### src/rtl/fb_rect_fill.sv
// Rectangle fill engine driving framebuffer RAM port A, one pixel per clock in row-major order.
// Optional FB_RECT_CLIP_EN: clamp coordinates to the screen instead of rejecting out-of-range commands.
module fb_rect_fill #(
    parameter int H_RES = 640,
    parameter int V_RES = 480,
    parameter int AW    = 19,
    parameter int DW    = 16
) (
    input  logic          clk,
    input  logic          rstn,
    input  logic          cmd_valid,
    output logic          cmd_ready,
    input  logic [9:0]    x0,
    input  logic [9:0]    x1,
    input  logic [8:0]    y0,
    input  logic [8:0]    y1,
    input  logic [DW-1:0] color,
    output logic          busy,
    output logic          done,
    output logic          err,
    output logic          wea,
    output logic [AW-1:0] addra,
    output logic [DW-1:0] dina
);

    localparam logic [1:0] S_IDLE  = 2'd0;
    localparam logic [1:0] S_SETUP = 2'd1;
    localparam logic [1:0] S_FILL  = 2'd2;
    localparam logic [1:0] S_DONE  = 2'd3;

    localparam logic [9:0]    X_MAX  = 10'(H_RES - 1);
    localparam logic [8:0]    Y_MAX  = 9'(V_RES - 1);
    localparam logic [AW-1:0] H_STEP = AW'(H_RES);

    logic [1:0]    state;
    logic [9:0]    x_lo, x_hi, x_cur;
    logic [8:0]    y_lo, y_hi, y_cur;
    logic [AW-1:0] base;
    logic [DW-1:0] color_r;

    logic [9:0] cx0, cx1;
    logic [8:0] cy0, cy1;
    logic       range_bad, reject;

    // Row base as a sum of shifted copies of y, one per set bit of H_RES (640 = 512 + 128).
    function automatic logic [AW-1:0] row_base(input logic [8:0] y);
        logic [AW-1:0] acc;
        acc = '0;
        for (int i = 0; i < 32; i++) begin
            if (H_RES[i]) acc = acc + (AW'(y) << i);
        end
        return acc;
    endfunction

    always_comb begin
`ifdef FB_RECT_CLIP_EN
        cx0       = (x0 > X_MAX) ? X_MAX : x0;
        cx1       = (x1 > X_MAX) ? X_MAX : x1;
        cy0       = (y0 > Y_MAX) ? Y_MAX : y0;
        cy1       = (y1 > Y_MAX) ? Y_MAX : y1;
        range_bad = 1'b0;
`else
        cx0       = x0;
        cx1       = x1;
        cy0       = y0;
        cy1       = y1;
        range_bad = (x0 > X_MAX) || (x1 > X_MAX) || (y0 > Y_MAX) || (y1 > Y_MAX);
`endif
        reject = range_bad || (cx0 > cx1) || (cy0 > cy1);
    end

    // addra always holds the address of the write presented this cycle, so FILL advances it one step ahead.
    always_ff @(posedge clk or negedge rstn) begin
        if (!rstn) begin
            state     <= S_IDLE;
            cmd_ready <= 1'b1;
            busy      <= 1'b0;
            done      <= 1'b0;
            err       <= 1'b0;
            wea       <= 1'b0;
            addra     <= '0;
            dina      <= '0;
            x_lo      <= '0;
            x_hi      <= '0;
            x_cur     <= '0;
            y_lo      <= '0;
            y_hi      <= '0;
            y_cur     <= '0;
            base      <= '0;
            color_r   <= '0;
        end else begin
            case (state)
                S_IDLE: begin
                    if (cmd_valid && cmd_ready) begin
                        x_lo      <= cx0;
                        x_hi      <= cx1;
                        y_lo      <= cy0;
                        y_hi      <= cy1;
                        color_r   <= color;
                        cmd_ready <= 1'b0;
                        busy      <= 1'b1;
                        if (reject) begin
                            done  <= 1'b1;
                            err   <= 1'b1;
                            state <= S_DONE;
                        end else begin
                            state <= S_SETUP;
                        end
                    end
                end
                S_SETUP: begin
                    base  <= row_base(y_lo);
                    x_cur <= x_lo;
                    y_cur <= y_lo;
                    addra <= row_base(y_lo) + AW'(x_lo);
                    dina  <= color_r;
                    wea   <= 1'b1;
                    state <= S_FILL;
                end
                S_FILL: begin
                    if (x_cur == x_hi) begin
                        if (y_cur == y_hi) begin
                            wea   <= 1'b0;
                            done  <= 1'b1;
                            state <= S_DONE;
                        end else begin
                            x_cur <= x_lo;
                            y_cur <= y_cur + 9'd1;
                            base  <= base + H_STEP;
                            addra <= base + H_STEP + AW'(x_lo);
                        end
                    end else begin
                        x_cur <= x_cur + 10'd1;
                        addra <= addra + AW'(1);
                    end
                end
                S_DONE: begin
                    done      <= 1'b0;
                    err       <= 1'b0;
                    busy      <= 1'b0;
                    cmd_ready <= 1'b1;
                    state     <= S_IDLE;
                end
                default: state <= S_IDLE;
            endcase
        end
    end

endmodule

### config.mk
export PLATFORM = sky130hd
export DESIGN_NAME = fb_rect_fill
export DESIGN_NICKNAME = d
export VERILOG_FILES = /design/src/rtl/fb_rect_fill.sv
export SDC_FILE = /design/constraint.sdc
export NUM_CORES = 1
export LEC_CHECK = 0
export CAP_MARGIN = 20
export CORE_MARGIN = 2
export CORE_UTILIZATION = 57
export DETAILED_ROUTE_END_ITERATION = 10
export HOLD_SLACK_MARGIN = 0.08
export PLACE_DENSITY = 0.81
export SYNTH_ARGS = -nofsm -noshare
export SYNTH_HDL_FRONTEND = slang
export SYNTH_SLANG_ARGS = --single-unit
export TNS_END_PERCENT = 1
### constraint.sdc
create_clock -name clk -period 3 [get_ports clk]
set_input_delay 0.45 -clock clk [delete_from_list [all_inputs] [get_ports clk]]
set_output_delay 0.45 -clock clk [all_outputs]
set_load 0.02 [all_outputs]
## After elaboration in Yosys (flattened, before gate mapping)

Index checks and enable logic that the tools add are counted.

| operators by class | value |
|---|---|
| add/sub/neg operators | 7 |
| $lt $le $gt $ge | 6 |
| eq/ne operators | 11 |
| multiplexer cells | 32 |
| reduce and logical (&&, ||, !) cells | 18 |

Operator list:

| kind | count |
|---|---|
| $mux 19 | 6 |
| $pmux 19 s2 | 2 |
| $add 19x10->19 | 2 |
| $gt 10x10->1 const B | 2 |
| $mux 10 | 2 |
| $pmux 10 s2 | 1 |
| $add 19x1->19 const B | 1 |
| $add 19x10->19 const B | 1 |
| $add 19x18->19 | 1 |
| $gt 9x9->1 const B | 2 |
| $mux 9 | 2 |
| $pmux 9 s2 | 1 |
| $reduce_and 3->1 | 4 |
| $add 10x1->10 const B | 1 |
| $eq 10x10->1 | 1 |
| $gt 10x10->1 | 1 |
| $ne 2x2->1 const B | 5 |
| $add 9x1->9 const B | 1 |
| $eq 9x9->1 | 1 |
| $gt 9x9->1 | 1 |
| $mux 1 | 8 |
| $mux 2 | 4 |
| $pmux 1 s2 | 4 |
| $pmux 2 s4 | 1 |
| 11 further kinds | 19 |

| word-level totals | value |
|---|---|
| bits in registers | 134 |
| input port bits | 57 |
| output and inout port bits | 40 |
| word-level logic and storage cells | 90 |

## Logic depth before layout (Yosys ltp)

Gate-level depths: netlist of the first run.

| logic depth | value |
|---|---|
| depth in word-level cells | 9 |
| depth in mapped cells | 10 |
| mapped depth without buffers | 10 |

## Worst setup path before layout of the first run

Ideal clock, no wire load.

| timing path | value |
|---|---|
| path type | register to register |
| from | register y_lo[0] |
| to | register addra[16] |
| setup time | 135 ps |
| data arrival time | 2341 ps |
| required time | 2865 ps |
| slack | 525 ps |
| stages on the path, launching flop included | 10 |
| buffers on the path | 0 |
| period minus slack after synthesis | 2475 ps |
| cells stage by stage | dfrtp_1 -> ha_1 -> fa_1 -> a211oi_1 -> nor2_1 -> xor2_1 -> nand3b_1 -> nor3_1 -> xnor2_1 -> o211ai_1 |

| between the ends | value |
|---|---|
| longest elaborated chain between the ends | 5 |

Ends and longest elaborated chain:

| item | RTL line | RTL |
|---|---|---|
| from (decl) | 37 | `logic [8:0] y_lo, y_hi, y_cur;` |
| from (signal assigned) | 97 | `y_lo <= cy0;` |
| $mux 19 | 92 | `case (state)` |
| $add 19x18->19 (*) | 50 | `if (H_RES[i]) acc = acc + (AW'(y) << i);` |
| $mux 19 (*) | 92 |  |
| $add 19x10->19 (*) | 115 | `addra <= row_base(y_lo) + AW'(x_lo);` |
| $pmux 19 s2 (*) | 92 |  |
| to (signal assigned) | 115 |  |
| to (signal assigned) | 130 | `addra <= base + H_STEP + AW'(x_lo);` |
| to (signal assigned) | 134 | `addra <= addra + AW'(1);` |
| to (decl) | 22 | `output logic [AW-1:0] addra,` |

Every way passes the cells marked *; elsewhere a longest branch is shown, timed or not. The select of a mux whose other input is x is not followed.
A chain may end at the register's enable or synchronous reset.

## Worst setup path after layout of the first run

Same ends and word-level chain as after synthesis.

==> results.toml, run 1 <==
[timing]
tightest_slew_ns = 0.9135
period_share_pct = 93.35
slew_headroom_pct = 38.88
rsz0062_at_grt = "false"
fmax_mhz = 357.1
hold_viol_final = 0
setup_violations = 0
drv_slew = 0
whs_ns = 0.4893
fin_setup_tns_ns = 0
clock_skew_ns = 0.006571
finalCriticalPeriod_ns = 2.800

[cts]
clock_latency_ns = 0.42
root_buffer = "clkbuf_16"
cts.path.max_buffers = 2
htree_levels = 4
numCtsBuffers = 17
clk_pin_slew_worst_paths_ns = 0.06
cts_tree = "yes"
post_cts_buffers = 0
numClockSinks = 127

[layout]
seq_area_um2 = 3179
drive_gt1_share_pct = 13.60
antennaDiodeCount = 0
fin_nets = 1028
final_util_pct = 70.89
multi_input_area_um2 = 4402
final_cells = 1121
area_delta_synth_final_pct = 23.17
n_fill_cell = 1042

[power_and_ir_drop]
p_total_w = 0.01165
p_per_area_nw_per_um2 = 1198
seqPwrFrac_pct = 29.6
pwr-share-clk_pct = 19.1
switching_share_pct = 42.77
ir_worst_vdd_uv = 672.6
intPower_w = 0.006669
pwr-share-comb_pct = 51.3
power.switching_w = 0.004983
p_leak_nw = 4.221

[critical_path]
crit_fanout = 5
start_kind = "flip-flop"
arrival_ns = 3.09
required_ns = 3.29
end_kind = "flip-flop"
critical_path_class = "flip-flop to flip-flop"

[drt]
drc = 0
drtPass1Iterations = 5
wire_per_inst_um = 17.34
drtIter0Drc = 506
wirelength_mm = 19.44
drt.antenna.violating_nets = 0
vias_per_cell = 5.926
via_count = 6643

[synth]
ys_seq_area_share_pct = 40.26
yosysWarnings = 0
syn_avg_cell_area_um2 = 9.514
syn_inst = 830
synth-edff-count = 0
synth_top_area_share_pct = 39.93
yosysMostFrequentCell = "dfrtp_1"
synth_nets = 930
synth.distinct_cells = 71
netlist_top_cells_area = "dfrtp_1 40%, mux2_2 8.0%, ha_1 6.5%, nand2_1 4.5%, o21ai_0 4.4%"
yosysTopAreaCell = "dfrtp_1"
synth_commonest_cells = "126 x dfrtp_1, 95 x nand2_1, 70 x o21ai_0"
ys_async_sr_fraction_pct = 100.0
syn_area_um2 = 7896
ys.flop_type = "dfrtp_1"
ys_seq_elements = 127

[die]
core-area_um2 = 13720
initial_core_util_pct = 57.56
design.portCount = 97
die-width_um = 121.7
die_height_um = 121.7
fp-row-count = 43
die_area_um2 = 14810

[placed_design]
place_congestion = 0.9448
hpwl_mm = 13.84
io_buffers = 96
dpl.cell_count = 1088

[global_routing]
antenna_found_initial = 0
track_usage_pct = 27.72
grt_pass1_vias = 6545
grt_pass1_wl_mm = 32.09
grt_remaining_overflow = 0
grt_max_degree = 75

[run]
cap_violations = 0

[min_path]
hold_path.class = "flip-flop to flip-flop"

[status]
status = "finished, final reports clean"
-- critical path, cell delays in order, from the launching register on --
cell and delay, ns:
dfrtp_1 0.42, ha_1 0.26, fa_1 0.42, a211oi_1 0.38, nor2_1 0.11, xor2_1 0.27
nand3b_1 0.17, nor3_1 0.38, xnor2_1 0.17, o211ai_1 0.09
-- metal layers --
layer / vias up / track usage (%) / wire length [um]
met5: - / 0 / 0
met4: 0 / 10.27 / 404
met3: 34 / 6.227 / 1209
met2: 216 / 45.05 / 9143
met1: 3212 / 36.54 / 8677
li1: 3181 / - / -
-- sequential cells by signal (all words and copies together) (netlist names) --
signal,count
addra,19
base,12
busy,1
cmd_ready,1
color_r,16
dina,16
done,1
err,1
state,2
wea,1
x_cur,10
x_hi,10
x_lo,10
y_cur,9
y_hi,9
y_lo,9
-- placed cells by master, fill, tap and decap left out, types with 17 or more instances in the layout --
| master | netlist | final |
|---|---|---|
| xor2_1 | 34 | 34 |
| ha_1 | 41 | 40 |
| nand3_1 | 23 | 22 |
| xnor2_1 | 32 | 32 |
| o21ai_0 | 70 | 70 |
| mux2_2 | 56 | 56 |
| nand2_1 | 95 | 95 |
| clkbuf_16 | 0 | 17 |
| clkdlybuf4s50_1 | 0 | 95 |
| inv_1 | 36 | 36 |
| nor3_1 | 19 | 19 |
| dfrtp_1 | 126 | 126 |
| nor2_1 | 47 | 47 |
| a21oi_1 | 43 | 43 |
| buf_4 | 5 | 17 |
-- timing repair --
item                       4_1_cts  5_1_grt
setup endpoints to repair        0        1
resized for setup                0        1
hold endpoints to repair        31        0
hold buffers                     1        0
-- cells by family (layout without fill, tap and decap cells) --
kind of cell / after synthesis / after routing / share of synthesized area [%]
muxes: 63 / 63 / 8.873
other: 1 / 1 / 0.04749
DFF: 127 / 127 / 40.26
adders and majority gates: 43 / 43 / 7.004
buffers and inverters: 74 / 185 / 4.199
xor gates and xnor gates: 66 / 66 / 7.321
and+or+nand+nor: 250 / 250 / 15.62
AOI/OAI and AO/OA: 206 / 206 / 16.67
-- power groups by stage --
stage / Clock [W] / Combinational (W) / Sequential [W]
2_1_floorplan: 0 / 0.00404 / 0.00346
3_3_place_gp: 0 / 0.00570 / 0.00340
3_5_place_dp: 0 / 0.00584 / 0.00344
4_1_cts: 0.00225 / 0.00592 / 0.00344
5_1_grt: 0.00233 / 0.00653 / 0.00358
6_report: 0.00222 / 0.00598 / 0.00345
-- final timing paths --
check,start,end,slack [ns],depth (start not counted)
worst max register to register,y_lo[0]$_DFFE_PN0P_,addra[16]$_DFFE_PN0P_,0.20,9
min in group asynchronous,rstn,addra[1]$_DFFE_PN0P_,0.52,2
worst max-delay path,y_lo[0]$_DFFE_PN0P_,addra[16]$_DFFE_PN0P_,0.20,9
worst min-delay path,base[18]$_DFFE_PN0P_,base[18]$_DFFE_PN0P_,0.49,2
max in group asynchronous,rstn,cmd_ready$_DFFE_PN1P_,1.74,3
worst min register to register,base[18]$_DFFE_PN0P_,base[18]$_DFFE_PN0P_,0.49,2
-- layout make-up --
cell class              count  area share [%]
clock inverters            14           2.084
inverters                  37           1.428
multi-input cells         629           45.26
repair buffers            116           11.81
clock buffers              18           4.413
well taps                 180           2.316
flip-flops and latches    127           32.69
-- metrics by stage --
stage               setup WS, ns  instance area, um^2
detailed placement        0.1644                 9075
CTS                       0.2228                 9717
global route            0.006021                 9726
global placement          0.2067                 9075
floorplan                 0.5245                 7896
finish                    0.1995                 9726
No activity file was read; power rests on OpenSTA's default activity.
==> inputs of run 2 (changes only) <==
--- a/config.mk
+++ b/config.mk
@@ -6,11 +6,13 @@
 export NUM_CORES = 1
 export LEC_CHECK = 0
 export CAP_MARGIN = 20
+export CELL_PAD_IN_SITES_DETAIL_PLACEMENT = 0
+export CELL_PAD_IN_SITES_GLOBAL_PLACEMENT = 1
 export CORE_MARGIN = 2
-export CORE_UTILIZATION = 57
+export CORE_UTILIZATION = 44
 export DETAILED_ROUTE_END_ITERATION = 10
 export HOLD_SLACK_MARGIN = 0.08
-export PLACE_DENSITY = 0.81
+export PLACE_DENSITY_LB_ADDON = 0.1
 export SYNTH_ARGS = -nofsm -noshare
 export SYNTH_HDL_FRONTEND = slang
 export SYNTH_SLANG_ARGS = --single-unit
==> constraint.sdc (replaced) <==
create_clock -name clk -period 2.8 [get_ports clk]
set_input_delay 0.42 -clock clk [delete_from_list [all_inputs] [get_ports clk]]
set_output_delay 0.42 -clock clk [all_outputs]
set_load 0.02 [all_outputs]
==> results.toml, run 2 (same netlist as run 1, synthesis figures left out) <==
[timing]
setup_violations = 0
finalCriticalPeriod_ns = 2.652
drv_slew = 0
slew_headroom_pct = 58.77
clock_skew_ns = 0.006713
tightest_slew_ns = 0.6184
layout_setup_ws_ns = 0.1484
period_share_pct = 94.70
fmax_mhz = 377.1
whs_ns = 0.4994
hold_viol_final = 0
rsz0062_at_grt = "false"

[die]
die_area_um2 = 19030
fp-row-count = 48
die-width_um = 138.0
initial_core_util_pct = 45.34
core-area_um2 = 17420
die_height_um = 138.0
design.portCount = 97

[layout]
fin_nets = 1045
max_flop_register = "addra"
stdcell_area_um2 = 9915
antennaDiodeCount = 0
final_cell_mix = "126 x dfrtp_1, 95 x nand2_1, 95 x clkdlybuf4s50_1"
area_delta_synth_final_pct = 25.56
final_cells = 1183
largest_reg_flops = 19
n_fill_cell = 1528
drive_gt1_share_pct = 15.55
top_regs = "addra: 19 flops, color_r: 16 flops, dina: 16 flops"
final_common_cell = "dfrtp_1"
final_util_pct = 56.93

[power_and_ir_drop]
p_per_area_nw_per_um2 = 1285
ir_worst_vdd_uv = 591.1
p_leak_nw = 4.298

[placed_design]
io_buffers = 96
dpl.cell_count = 1149
place_ws_ns = -0.2098
hpwl_mm = 15.67
placed_area_um2 = 9264
place_congestion = 0.8728

[critical_path]
crit_fanout = 5
critical_path_class = "flip-flop to flip-flop"
end_kind = "flip-flop"
r2r_start = "base[8]$_DFFE_PN0P_"
arrival_ns = 2.94
required_ns = 3.09
timing.rr.end = "addra[15]$_DFFE_PN0P_"
r2r_cells = 9
start_kind = "flip-flop"
reg2reg_slack_ns = 0.15

[global_routing]
antenna_found_initial = 0
track_usage_pct = 23.68
grt_pass1_vias = 6620
grt_remaining_overflow = 0
grt_max_degree = 53
grt_pass1_wl_mm = 34.80

[drt]
vias_per_cell = 5.586
via_count = 6608
wire_per_inst_um = 17.88
drtPass1Iterations = 6
drt.antenna.violating_nets = 0
drc = 0
wirelength_mm = 21.15
drtIter0Drc = 499

[cts]
clock_latency_ns = 0.41
cts.path.max_buffers = 2
htree_levels = 4
numCtsBuffers = 17
clk_pin_slew_worst_paths_ns = 0.06
cts_tree = "yes"
post_cts_buffers = 0
numClockSinks = 127
root_buffer = "clkbuf_16"

[min_path]
holdPathEnd = "base[18]$_DFFE_PN0P_"
hold_depth = 2
worst_hold_startpoint = "base[18]$_DFFE_PN0P_"
hold_path.class = "flip-flop to flip-flop"

[status]
status = "finished, final reports clean"

[run]
cap_violations = 0
-- run 2: cell types whose count changed in the layout (fill, tap and decap cells not counted), sizes merged --
cell	before	now
buf	20	37
bufinv	4	2
clkbuf	18	17
clkinvlp	1	2
inv	41	43
-- run 2: worst max-delay path by stage --
stage	start	to	slack, ns	cells past startpoint
floorplan	y_lo[0]$_DFFE_PN0P_	addra[16]$_DFFE_PN0P_	0.32	9
global placement	x1[3]	err$_DFFE_PN0P_	-0.13	12
detailed placement	x1[3]	err$_DFFE_PN0P_	-0.21	12
CTS	x_cur[2]$_DFFE_PN0P_	x_cur[8]$_DFFE_PN0P_	0.03	7
global route	y_lo[2]$_DFFE_PN0P_	addra[15]$_DFFE_PN0P_	0.006	9
finish	base[8]$_DFFE_PN0P_	addra[15]$_DFFE_PN0P_	0.15	9
-- run 2: metal layers --
layer | vias to the layer above | GRT usage, % | share of wire (%)
met1 | 3190 | 32.84 | 47
met5 | - | 0 | 0
met4 | 0 | 8.220 | 1.9
met3 | 33 | 3.655 | 4.1
li1 | 3204 | - | -
met2 | 181 | 37.79 | 47
-- run 2: area by class of cell --
cell class,count,area [um^2],share of cell area (%)
multi-input combinational,629,4422,44.60
sequential,127,3179,32.07
tap,225,281.5,2.839
clock buffer,17,425.4,4.291
timing repair buffer,133,1292,13.04
clock inverter,15,175.2,1.767
inverter,37,138.9,1.401
-- run 2: power breakdown --
group / switching (W) / total, W / internal [W]
Sequential: 0.000948 / 0.00367 / 0.00273
Clock: 0.000936 / 0.00228 / 0.00134
Combinational: 0.00366 / 0.00678 / 0.00313
-- run 2: critical path: stages, from the launching register on --
cell	delay, ns
dfrtp_1	0.44
ha_1	0.33
ha_1	0.34
a21o_1	0.22
a21o_1	0.22
and4_1	0.21
o21ai_0	0.08
mux2_2	0.36
o22ai_1	0.22
a211oi_2	0.11
-- run 2: through the flow --
stage	TNS, ns	total power, W
after floorplan	0	0.008038
after global placement	-0.2183	0.01017
after detailed placement	-0.4194	0.01033
after CTS	0	0.01267
after global routing	0	0.01371
final	0	0.01274
-- run 2: repair_timing --
action,CTS,global route
gates resized for setup,0,4
hold endpoints to repair,43,0
hold buffers,1,0
setup endpoints to repair,0,5
==> inputs of run 3 (changes only) <==
--- a/config.mk
+++ b/config.mk
@@ -13,6 +13,7 @@
 export DETAILED_ROUTE_END_ITERATION = 10
 export HOLD_SLACK_MARGIN = 0.08
 export PLACE_DENSITY_LB_ADDON = 0.1
+export SLEW_MARGIN = 20
 export SYNTH_ARGS = -nofsm -noshare
 export SYNTH_HDL_FRONTEND = slang
 export SYNTH_SLANG_ARGS = --single-unit
==> results.toml, run 3 (same netlist as run 1, synthesis figures left out) <==
[drt]
drc = 0
drtIter0Drc = 509
vias_per_cell = 5.612
via_count = 6633
wirelength_mm = 21.18
wire_per_inst_um = 17.92
drt.antenna.violating_nets = 0
drtPass1Iterations = 5

[placed_design]
dpl.cell_count = 1149
io_buffers = 96
place_congestion = 0.8728
hpwl_mm = 15.67

[run]
cap_violations = 0

[power_and_ir_drop]
p_leak_nw = 4.292
p_per_area_nw_per_um2 = 1285
ir_worst_vdd_uv = 600.3

[critical_path]
reg2reg_slack_ns = 0.14
path_cells = "ha_1, ha_1, a21o_1, a21o_1, and4_1, o21ai_0, mux2_2, o22ai_1, a211oi_2"
required_ns = 3.10
end_kind = "flip-flop"
slowest_delay_ns = 0.44
r2r_start = "base[8]$_DFFE_PN0P_"
r2r_cells = 9
arrival_ns = 2.95
timing.rr.end = "addra[15]$_DFFE_PN0P_"
start_kind = "flip-flop"
critical_path_class = "flip-flop to flip-flop"
cpMaxStageDelayCell = "dfrtp_1"
crit_fanout = 5

[die]
core-area_um2 = 17420
fp-row-count = 48
die_height_um = 138.0
design.portCount = 97
initial_core_util_pct = 45.34
die-width_um = 138.0
die_area_um2 = 19030

[timing]
period_share_pct = 94.87
fmax_mhz = 376.5
hold_viol_final = 0
rsz0062_at_grt = "false"
setup_violations = 0
clock_skew_ns = 0.006425
drv_slew = 0
slew_headroom_pct = 50.23
tightest_slew_ns = 0.7458
finalCriticalPeriod_ns = 2.656

[global_routing]
grt_pass1_wl_mm = 34.80
grt_pass1_vias = 6620
grt_max_degree = 53
grt_remaining_overflow = 0
antenna_found_initial = 0
track_usage_pct = 23.68

[cts]
clock_latency_ns = 0.42
cts.path.max_buffers = 2
cts_tree = "yes"
clk_pin_slew_worst_paths_ns = 0.06
post_cts_buffers = 0
numCtsBuffers = 17
root_buffer = "clkbuf_16"
htree_levels = 4
numClockSinks = 127

[layout]
final_util_pct = 56.88
area_delta_synth_final_pct = 25.45
largest_reg_flops = 19
final_cell_mix = "126 x dfrtp_1, 95 x nand2_1, 95 x clkdlybuf4s50_1"
drive_gt1_share_pct = 15.57
antennaDiodeCount = 0
final_cells = 1182
top_regs = "addra: 19 flops, color_r: 16 flops, dina: 16 flops"
max_flop_register = "addra"
fin_nets = 1044
final_common_cell = "dfrtp_1"

[min_path]
worst_hold_startpoint = "base[18]$_DFFE_PN0P_"
holdPathEnd = "base[18]$_DFFE_PN0P_"
hold_path.class = "flip-flop to flip-flop"
hold_depth = 2

[status]
status = "finished, final reports clean"
-- run 3: cell types whose count changed in the layout (fill, tap and decap cells not counted), sizes merged --
cell,previous run,this run
buf,37,36
-- run 3: repair_timing --
action / in CTS / in global routing
hold buffers: 1 / 0
setup endpoints to repair: 0 / 5
resized for setup: 0 / 4
endpoints found under the hold margin: 43 / 0
-- run 3: worst max-delay path: cells and delay by family (launching register included) --
| family | cells | cell delay (ns) |
|---|---|---|
| AO/OA/AOI/OAI | 5 | 0.86 |
| adder cells (fa/ha/maj) | 2 | 0.67 |
| flip-flops | 1 | 0.44 |
| multiplexers | 1 | 0.36 |
| AND/OR/NAND/NOR | 1 | 0.21 |
-- run 3: per-stage QoR --
step / setup WS (ns) / setup TNS, ns / area, um^2 / hold slack [ns] / total power (W)
3_5_place_dp: -0.2098 / -0.4194 / 9264 / 0.4630 / 0.01033
6_report: 0.1437 / 0 / 9906 / 0.4966 / 0.01273
2_1_floorplan: 0.3245 / 0 / 7896 / 0.1244 / 0.008038
4_1_cts: 0.02715 / 0 / 9874 / 0.5016 / 0.01267
3_3_place_gp: -0.1310 / -0.2183 / 9264 / 0.4482 / 0.01017
5_1_grt: 0.006117 / 0 / 9906 / 0.5219 / 0.01369
-- run 3: worst max-delay path by stage --
stage	start	endpoint	slack, ns	depth (start not counted)
after floorplan	y_lo[0]$_DFFE_PN0P_	addra[16]$_DFFE_PN0P_	0.32	9
after global placement	x1[3]	err$_DFFE_PN0P_	-0.13	12
after detailed placement	x1[3]	err$_DFFE_PN0P_	-0.21	12
after CTS	x_cur[2]$_DFFE_PN0P_	x_cur[8]$_DFFE_PN0P_	0.03	7
after global routing	y_lo[2]$_DFFE_PN0P_	addra[15]$_DFFE_PN0P_	0.006	9
final	base[8]$_DFFE_PN0P_	addra[15]$_DFFE_PN0P_	0.14	9
-- run 3: cell type report --
| type | instances | area, um^2 |
|---|---|---|
| sequential | 127 | 3179 |
| clock buffer | 17 | 425.4 |
| fill | 1529 | 7511 |
| inverter | 37 | 138.9 |
| multi-input combinational | 629 | 4424 |
| timing repair buffer | 132 | 1281 |
| clock inverter | 15 | 175.2 |
| tap | 225 | 281.5 |
-- run 3: per-layer routing --
| metal | vias up | global-route usage, % | share of wire [%] | wire [um] |
|---|---|---|---|---|
| met1 | 3185 | 32.84 | 47 | 9988 |
| met5 | - | 0 | 0 | 0 |
| met2 | 203 | 37.79 | 46 | 9787 |
| met4 | 0 | 8.220 | 2.3 | 497 |
| li1 | 3205 | - | - | - |
| met3 | 40 | 3.655 | 4.3 | 909 |
-- run 3: where the power goes --
part | internal, W | switching, W
Clock | 0.00134 | 0.000940
Sequential | 0.00273 | 0.000950
Combinational | 0.00311 | 0.00366
Total | 0.00718 | 0.00555
